`config.mk`:
```
export PLATFORM = sky130hd
export DESIGN_NAME = stream_demux
export DESIGN_NICKNAME = d
export VERILOG_FILES = /design/src/rtl/stream_demux.sv
export SDC_FILE = /design/constraint.sdc
export NUM_CORES = 1
export LEC_CHECK = 0
export BUFFER_PORTS_ARGS = -buffer_cell sky130_fd_sc_hd__buf_2
export CAP_MARGIN = 10
export CORE_UTILIZATION = 50
export CTS_CLUSTER_DIAMETER = 40
export CTS_CLUSTER_SIZE = 40
export DETAILED_ROUTE_END_ITERATION = 16
export PLACE_DENSITY = 0.88
export SETUP_SLACK_MARGIN = 0.05
export SYNTH_ARGS = -nofsm -noshare
export SYNTH_HDL_FRONTEND = slang
export SYNTH_SLANG_ARGS = --single-unit
```
`constraint.sdc`:
```
create_clock -name clk -period 2.3 [get_ports clk]
set_clock_uncertainty 0.1 [all_clocks]
set_input_delay 0.23 -clock clk [delete_from_list [all_inputs] [get_ports clk]]
set_output_delay 0.23 -clock clk [all_outputs]
set_load 0.02 [all_outputs]
```
`src/rtl/stream_demux.sv`:
```
// Registered 1-to-N valid/ready demultiplexer with per-packet routing lock,
// broadcast, and a saturating counter for beats sent to non-existent channels.
module stream_demux #(
  parameter int data_bits = 8,
  parameter int sel_bits  = 2,
  parameter int num_ch    = 3,
  parameter int cnt_bits  = 8
) (
  input  logic                                 clk,
  input  logic                                 rst_n,
  input  logic [data_bits-1:0]                 in_data,
  input  logic                                 in_valid,
  output logic                                 in_ready,
  input  logic                                 in_last,
  input  logic [sel_bits-1:0]                  in_sel,
  input  logic                                 in_bcast,
  output logic [num_ch-1:0][data_bits-1:0]     out_data,
  output logic [num_ch-1:0]                    out_last,
  output logic [num_ch-1:0]                    out_valid,
  input  logic [num_ch-1:0]                    out_ready,
  output logic [cnt_bits-1:0]                  drop_cnt,
  output logic                                 busy
);

  typedef enum logic {S_IDLE, S_PKT} state_t;

  state_t                            r_state;
  state_t                            w_state_nxt;
  logic [sel_bits-1:0]               r_sel;
  logic                              r_bcast;
  logic [num_ch-1:0][data_bits-1:0]  r_data;
  logic [num_ch-1:0]                 r_last;
  logic [num_ch-1:0]                 r_valid;
  logic [cnt_bits-1:0]               r_drop;

  logic [sel_bits-1:0]               w_sel;
  logic                              w_bcast;
  logic                              w_sel_ok;
  logic [num_ch-1:0]                 w_free;
  logic [num_ch-1:0]                 w_hit;
  logic [num_ch-1:0]                 w_write;
  logic                              w_accept;
  logic                              w_drop;

  // Inside a packet the routing comes from the first beat, not the live inputs.
  assign w_sel    = (r_state == S_PKT) ? r_sel   : in_sel;
  assign w_bcast  = (r_state == S_PKT) ? r_bcast : in_bcast;
  assign w_sel_ok = int'(w_sel) < num_ch;

  // A slot can take a beat if it is empty or is being drained this cycle.
  assign w_free = ~r_valid | out_ready;

  always_comb begin
    // NOTE: every always_comb output gets a default first so no latch is inferred.
    w_hit = '0;
    for (int ch = 0; ch < num_ch; ch++) begin
      w_hit[ch] = w_bcast || (int'(w_sel) == ch);
    end
  end

  always_comb begin
    in_ready = 1'b1;
    if (w_bcast) begin
      in_ready = &w_free;
    end else if (w_sel_ok) begin
      in_ready = |(w_hit & w_free);
    end
  end

  assign w_accept = in_valid & in_ready;
  assign w_write  = {num_ch{w_accept}} & w_hit;
  assign w_drop   = w_accept & ~w_bcast & ~w_sel_ok;

  always_comb begin
    w_state_nxt = r_state;
    if (w_accept) begin
      if (in_last) begin
        w_state_nxt = S_IDLE;
      end else begin
        w_state_nxt = S_PKT;
      end
    end
  end

  // NOTE: sequential state uses non-blocking assignments so every register
  // samples the pre-edge values regardless of statement order.
  always_ff @(posedge clk) begin
    if (!rst_n) begin
      r_state <= S_IDLE;
    end else begin
      r_state <= w_state_nxt;
    end
  end

  always_ff @(posedge clk) begin
    if (!rst_n) begin
      r_sel   <= '0;
      r_bcast <= 1'b0;
    end else if (w_accept && !in_last && r_state == S_IDLE) begin
      r_sel   <= in_sel;
      r_bcast <= in_bcast;
    end
  end

  // Output slots: a write wins over a drain, giving one beat per cycle per channel.
  always_ff @(posedge clk) begin
    if (!rst_n) begin
      r_data  <= '0;
      r_last  <= '0;
      r_valid <= '0;
    end else begin
      for (int ch = 0; ch < num_ch; ch++) begin
        if (w_write[ch]) begin
          r_data[ch]  <= in_data;
          r_last[ch]  <= in_last;
          r_valid[ch] <= 1'b1;
        end else if (out_ready[ch]) begin
          r_valid[ch] <= 1'b0;
        end
      end
    end
  end

  always_ff @(posedge clk) begin
    if (!rst_n) begin
      r_drop <= '0;
    end else if (w_drop && r_drop != '1) begin
      r_drop <= r_drop + 1'b1;
    end
  end

  assign out_data  = r_data;
  assign out_last  = r_last;
  assign out_valid = r_valid;
  assign drop_cnt  = r_drop;
  assign busy      = (r_state == S_PKT);

endmodule

```
== After elaboration in Yosys (flattened, before gate mapping) ==
Index checks and enable logic that the tools add are counted.

* Flip-flop bits (word level): 42
* Logic and storage cells: 52
* Output and inout bits: 40
* Input bits: 18

* Muxes and demuxes: 11
* Add/sub/neg operators: 1
* Bitwise operators: 10
* Order comparisons: 1
* Reduce and logical (&&, ||, !) cells: 13
* Equal/unequal tests: 3

{| class="wikitable"
|+ Operator list
! operator !! count
|-
| two-way mux 1 bit || 10
|-
| adder 8 x 1 -> 8 bit (second input constant) || 1
|-
| != test 8 bit (second input constant) || 1
|-
| AND 3 bit || 2
|-
| nonzero test 2 bit || 3
|-
| == test 2 bit (second input constant) || 2
|-
| AND 1 bit || 3
|-
| logical AND 1 bit || 3
|-
| logical OR 1 bit || 3
|-
| inverter 1 bit || 3
|-
| inverter 3 bit || 1
|-
| OR 3 bit || 1
|-
| AND reduction 3 bit || 1
|-
| OR reduction 3 bit || 1
|-
| zero test 2 bit || 1
|-
| < comparator 2 bit (second input constant) || 1
|-
| two-way mux 2 bit || 1
|-
| zero test 1 bit || 1
|}

== Logic depth before layout (Yosys ltp) ==
Gate-level depths: netlist of run 1.

* Depth after elaboration: 11
* Gate-level depth with buffers: 8
* Depth with buffers taken out: 6

== Worst setup path before layout of run 1 ==
No wires, ideal clock.

* Kind: flip-flop to flip-flop
* From: register r_state (netlist: busy)
* To: register r_valid[1] (netlist: out_valid[1])
* Stages on the path, launching flop included: 9
* Path buffers: 2
* Slack: 0.271 ns
* Arrival time: 1.814 ns
* Setup time: 0.115 ns
* Period minus slack after synthesis: 2.029 ns
* Required time: 2.085 ns
* Path through: dfxtp_1 > buf_6 > mux2_4 > o211ai_2 > o211a_4 > inv_4 > and3_4 > buf_6 > o21a_1

* Cells in the longest elaborated chain, start to end: 10
* Elaborated cells on any way between the ends: 17
* Classes of those cells: 1 x order compare; 2 x eq/ne; 5 x mux; 3 x bitwise; 6 x reduce/logical

{| class="wikitable"
|+ RTL lines
! what !! line !! RTL
|-
| start: declaration || 27 || <nowiki>state_t r_state;</nowiki>
|-
| start signal: assignment || 91 || <nowiki>r_state <= w_state_nxt;</nowiki>
|-
| two-way mux 2 bit || 46 || <nowiki>assign w_sel = (r_state == S_PKT) ? r_sel : in_sel;</nowiki>
|-
| == test 2 bit or zero test 2 bit (tied branches) || 57 || <nowiki>w_hit[ch] = w_bcast || (int'(w_sel) == ch);</nowiki>
|-
| logical OR 1 bit || 57 ||
|-
| AND 3 bit || 66 || <nowiki>in_ready = |(w_hit & w_free);</nowiki>
|-
| OR reduction 3 bit || 66 ||
|-
| two-way mux 1 bit || 65 || <nowiki>end else if (w_sel_ok) begin</nowiki>
|-
| two-way mux 1 bit (*) || 63 || <nowiki>if (w_bcast) begin</nowiki>
|-
| net in_ready || 13 || <nowiki>output logic in_ready,</nowiki>
|-
| AND 1 bit (*) || 70 || <nowiki>assign w_accept = in_valid & in_ready;</nowiki>
|-
| AND 3 bit (*) || 71 || <nowiki>assign w_write = {num_ch{w_accept}} & w_hit;</nowiki>
|-
| two-way mux 1 bit or nonzero test 2 bit (tied branches) || -- ||
|-
| end signal: assignment || 110 || <nowiki>r_valid <= '0;</nowiki>
|-
| end signal: indexed assignment || 116 || <nowiki>r_valid[ch] <= 1'b1;</nowiki>
|-
| end signal: indexed assignment || 118 || <nowiki>r_valid[ch] <= 1'b0;</nowiki>
|-
| end: declaration || 33 || <nowiki>logic [num_ch-1:0] r_valid;</nowiki>
|}

Mark *: on every way through the listed nets, which the timed path passes. The rest lies on a longest branch.
A chain may end at the register's enable or synchronous reset.

== Final worst setup path of run 1 ==
* From: register r_state (netlist: busy)
* To: output port in_ready

* Cells in the longest elaborated chain, start to end: 7
* Elaborated cells on any way between the ends: 13
* Classes of those cells: 1 x order compare; 2 x eq/ne; 4 x mux; 1 x bitwise; 5 x reduce/logical

{| class="wikitable"
|+ RTL lines
! what !! line
|-
| two-way mux 2 bit || 46
|-
| == test 2 bit or zero test 2 bit (tied branches) || 57
|-
| logical OR 1 bit || 57
|-
| AND 3 bit || 66
|-
| OR reduction 3 bit || 66
|-
| two-way mux 1 bit || 65
|-
| two-way mux 1 bit (*) || 63
|-
| end: declaration || 13
|}

Mark *: on every way between the ends. The rest lies on a longest branch, timed or not.

==> results_dict.tcl, run 1 <==
set metrics [dict create \
    hold_path_class "in -> reg" \
    holdCritStartpoint "in_bcast" \
    cp.arrival_ps 1780 \
    num_rows 21 \
    fin_nets 267 \
    avgSynthCellArea_sq_um 9.617 \
    slew_violations 0 \
    post-cts-setup-buffers 0 \
    relSlewSlack 0.7407 \
    vias 1545 \
    final_core_utilization 0.6469 \
    finalSetupTns_ps 0 \
    cts_tree "yes" \
    ant_nets 0 \
    timing.critical_path.from "busy" \
    crit_fanout 11 \
    root_buffer "clkbuf_4" \
    core-area_sq_um 3416 \
    dieWidth_microns 62.61 \
    p_leak_uw 0.001051 \
    rr_startpoint "busy" \
    drive_above_1_share 0.3253 \
    ys.flop_type "dfxtp_1" \
    clock_sinks 42 \
    die_area_sq_um 3920 \
    worstMarginPinSlew_ps 384.9 \
    port_buffers 57 \
    critical_path_class "reg -> out" \
    wirelength_microns 3957 \
    power_density_nw_per_um2 664.6 \
    cpPeakStageDelay_ps 450 \
    final-hold-violation-count 0 \
    endpoint_kind "output pin" \
    syn_inst 191 \
    area_growth_pct 20.30 \
    grt.total_usage 0.2208 \
    wl_per_cell_microns 13.41 \
    ir_drop_mv 0.5138 \
    grt_max_degree 33 \
    post-route-period-util 0.9162 \
    rsz0062_at_grt "false" \
    status "complete, no violations" \
    drc_errors 0 \
    initial_core_util 0.5377 \
    fillers 302 \
    layout_common_cells "57 x buf_2, 41 x dfxtp_1, 40 x nand2_1" \
    h-tree-depth 2 \
    post-dp-hpwl_microns 2955 \
    ys.warnings.count 0 \
    clock_path_buffers 2 \
    antenna_cells 0 \
    io_pins 58 \
    cts_inserted_buffers 5 \
    syn-num-nets 210 \
    grt_overflow 0 \
    antenna_found_initial 0 \
    detail_route.vias_per_cell 5.237 \
    path_cells "mux2i_2 > nand4_1 > o211a_4 > inv_4 > buf_2" \
    insertion_delay_ps 350 \
    synth-seq-area-share 0.4578 \
    synth_cell_type_count 35 \
    setup_viol 0 \
    drt_iter0_markers 49 \
    critPathRequiredTime_ps 1970 \
    grt_pass1_wl_microns 6837 \
    period_needed_ps 2107 \
    gp_congestion 0.8861 \
    synth-edff-count 0 \
    first_pass_iters 4 \
    mostFrequentLayoutCell "buf_2" \
    synthArstFlopShare 0 \
    start_kind "flip-flop" \
    cpMaxStageDelayCell "dfxtp_4" \
    synth_area_sq_um 1837 \
    drv_cap 0 \
    clk_pin_slew_worst_paths_ps 130 \
    max_freq_mhz 474.5 \
    grt_pass1_vias 1487 \
    die_y_microns 62.61 \
    ys_ff_latch 42 \
]
## layout make-up
cell class	count	area, sq um	share of cell area
well taps	46	57.56	0.02605
flip-flops and latches	42	844.6	0.3822
multi-input cells	135	918.4	0.4156
clock buffers	6	51.30	0.02322
inverters	4	17.52	0.007928
repair buffers	60	307.8	0.1393
clock inverters	2	12.51	0.005663
## kinds of logic (layout without fill, tap and decap cells)
| group | count (synthesis) | after routing | synth area share |
|---|---|---|---|
| buffers and inverters | 14 | 72 | 0.04428 |
| adders and majority gates | 1 | 1 | 0.006811 |
| AOI/OAI and AO/OA | 22 | 22 | 0.08583 |
| DFF | 42 | 42 | 0.4578 |
| and+or+nand+nor | 74 | 74 | 0.1941 |
| xor gates and xnor gates | 5 | 5 | 0.02384 |
| muxes | 33 | 33 | 0.1873 |
## worst paths after layout
path	slack (ps)	cells past startpoint	end
worst max-delay path	190	5	in_ready
worst min-delay path	60	3	r_bcast
worst max register to register	330	6	out_data[4]
worst min register to register	370	2	out_last[0]
## per-layer routing
metal	vias up	GRT usage	wire [microns]
met2	53	0.3560	1976
met1	709	0.2672	1702
met4	0	0.1453	121
li1	772	-	-
met5	-	0	0
met3	11	0.04197	156
## state kept, by name (all words and copies together), names as in the netlist
register   cells
r_sel          2
busy           1
r_bcast        1
out_valid      3
drop_cnt       8
out_data      24
out_last       3
## worst max-delay path, delay by kind of cell (launching register included)
family                 cells  cell delay [ps]
AOI/OAI and AO/OA          1              200
DFF                        1              450
and+or+nand+nor            1              150
buffers and inverters      2              280
muxes                      1              350
## power by group
part / switching, uW / total, uW / internal [uW]
registers: 29.1 / 801 / 772
logic: 171 / 283 / 112
clock network: 237 / 384 / 147
## Yosys cell counts, drive strengths merged, types with 3 or more instances
master	number	area share
mux2i	31	0.17
o21ai	8	0.022
clkbuf	6	0.012
nor2	7	0.014
nand2	40	0.082
buf	4	0.022
a21oi	7	0.019
nand3	8	0.025
nor3	3	0.0082
xnor2	5	0.024
dfxtp	42	0.46
nand2b	3	0.010
inv	4	0.0095
## through the flow
stage	setup slack (ps)	total power (uW)	cell area [sq um]	hold WS [ps]	std cells
floorplan	271.5	1014	1837	277.7	191
global placement	252.0	1090	2138	339.1	287
detailed placement	112.6	1098	2138	351.9	287
CTS	116.0	1471	2203	57.02	295
global route	93.91	1545	2210	53.20	295
finish	192.7	1469	2210	57.11	295
## timing repair
action                     4_1_cts  5_1_grt
hold buffers                     0        0
setup endpoints to repair        1        2
gates resized for setup          1        2
Note: power is estimated with default switching activity, not from simulation.
==> run 2, diff against run 1 <==
- CORE_UTILIZATION: 50 -> 52
- CTS_BUF_LIST: unset -> sky130_fd_sc_hd__clkbuf_4
- PLACE_DENSITY: 0.88 -> 0.9
==> results_dict.tcl, run 2 (synthesized netlist as in run 1, its figures left out) <==
set metrics [dict create \
    largest_reg_flops 24 \
    fin_nets 266 \
    drt_iter0_markers 60 \
    worst-path-stages 5 \
    mostFrequentLayoutCell "buf_2" \
    core-area_sq_um 3363 \
    fillers 291 \
    comb_power_share 0.197 \
    port_buffers 57 \
    gp_congestion 0.9096 \
    dieWidth_microns 61.43 \
    p_leak_uw 0.001044 \
    first_pass_iters 4 \
    die_y_microns 61.43 \
    cp_num_buf_inv 2 \
    max_freq_mhz 473.2 \
    wirelength_microns 3852 \
    p_total_uw 1438 \
    grt.total_usage 0.2175 \
    period_needed_ps 2113 \
    crit_family "flip-flops" \
    endpoint_kind "output pin" \
    place_ws_ps 149.1 \
    path_cells "mux2i_1 > nand4_1 > o211a_4 > inv_4 > buf_2" \
    relSlewSlack 0.7290 \
    hold_path_class "in -> reg" \
    finalSetupTns_ps 0 \
    p_clk_frac 0.247 \
    holdPathStages 3 \
    clock_path_buffers 2 \
    grt_pass1_wl_microns 5885 \
    power_density_nw_per_um2 653.6 \
    post-dp-hpwl_microns 2796 \
    cts_inserted_buffers 5 \
    worstRegToRegCells 6 \
    dp_cells 286 \
    critical_path_class "reg -> out" \
    io_pins 58 \
    internal-power_uw 999.2 \
    drv_cap 0 \
    status "complete, no violations" \
    worstMarginPinSlew_ps 406.1 \
    drive_above_1_share 0.3145 \
    grt_max_degree 23 \
    layout_common_cells "57 x buf_2, 41 x dfxtp_1, 40 x nand2_1" \
    antenna_cells 0 \
    slew_violations 0 \
    num_rows 21 \
    cpMaxStageDelayCell "dfxtp_4" \
    ir_drop_mv 0.3775 \
    cpPeakStageDelay_ps 450 \
    start_kind "flip-flop" \
    area_growth_pct 19.82 \
    crit_fanout 11 \
    cts_tree "yes" \
    root_buffer "clkbuf_4" \
    detail_route.vias_per_cell 5.167 \
    layout_setup_ws_ps 186.8 \
    final_cells 294 \
    cts_hold_buf 0 \
    final-hold-violation-count 0 \
    cp.arrival_ps 1780 \
    clock_sinks 42 \
    p_sw_uw 439.2 \
    post-route-period-util 0.9188 \
    switching_share 0.3054 \
    rsz0062_at_grt "false" \
    initial_core_util 0.5461 \
    wl_per_cell_microns 13.10 \
    drc_errors 0 \
    die_area_sq_um 3774 \
    vias 1519 \
    setup_viol 0 \
    p_seq_frac 0.556 \
    critPathRequiredTime_ps 1970 \
    insertion_delay_ps 370 \
    clk_pin_slew_worst_paths_ps 130 \
    h-tree-depth 2 \
    ant_nets 0 \
    grt_pass1_vias 1315 \
    antenna_found_initial 0 \
    grt_overflow 0 \
]
-- run 2: worst min-delay path, stage by stage --
cell and delay (ps):
buf_2 120, nand3_1 60, a21oi_1 50
-- run 2: layout make-up --
| cell class | count | area (sq um) | share of cell area |
|---|---|---|---|
| Timing Repair Buffer | 59 | 312.8 | 0.1421 |
| Multi-Input combinational cell | 135 | 914.6 | 0.4156 |
| Tap cell | 46 | 57.56 | 0.02615 |
| Clock buffer | 5 | 37.54 | 0.01706 |
| Inverter | 4 | 17.52 | 0.007959 |
| Sequential cell | 42 | 844.6 | 0.3837 |
| Clock inverter | 3 | 16.27 | 0.007391 |
-- run 2: worst paths after layout --
path | startpoint | endpoint | slack, ps
max | busy | in_ready | 190
min | in_sel[0] | r_sel[0] | 30
max reg2reg | busy | out_data[4] | 310
min reg2reg | out_data[12] | out_data[12] | 360
-- run 2: stage by stage --
stage                 util  cell area, sq um  hold WS (ps)
floorplan                -              1837         277.7
global placement    0.6373              2143         339.3
detailed placement  0.6373              2143         344.2
CTS                 0.6536              2198         29.55
global route        0.6544              2201         28.08
finish              0.6544              2201         31.41
-- run 2: power by group through the flow --
stage / sequential, uW / clock, uW / combinational (uW)
6_report: 800 / 355 / 284
3_5_place_dp: 816 / 0 / 284
3_3_place_gp: 816 / 0 / 277
5_1_grt: 807 / 409 / 307
2_1_floorplan: 863 / 0 / 151
4_1_cts: 800 / 363 / 284
-- run 2: layer usage --
layer | track usage | up-vias | wire [microns]
met3 | 0.06092 | 7 | 225
met4 | 0.08889 | 0 | 87
met2 | 0.3478 | 48 | 1837
met5 | 0 | - | 0
li1 | - | 770 | -
met1 | 0.2782 | 694 | 1701
-- run 2: timing repair --
item | in CTS | in global routing
buffers inserted | 0 | 0
setup endpoints to repair | 1 | 1
resized for setup | 1 | 1
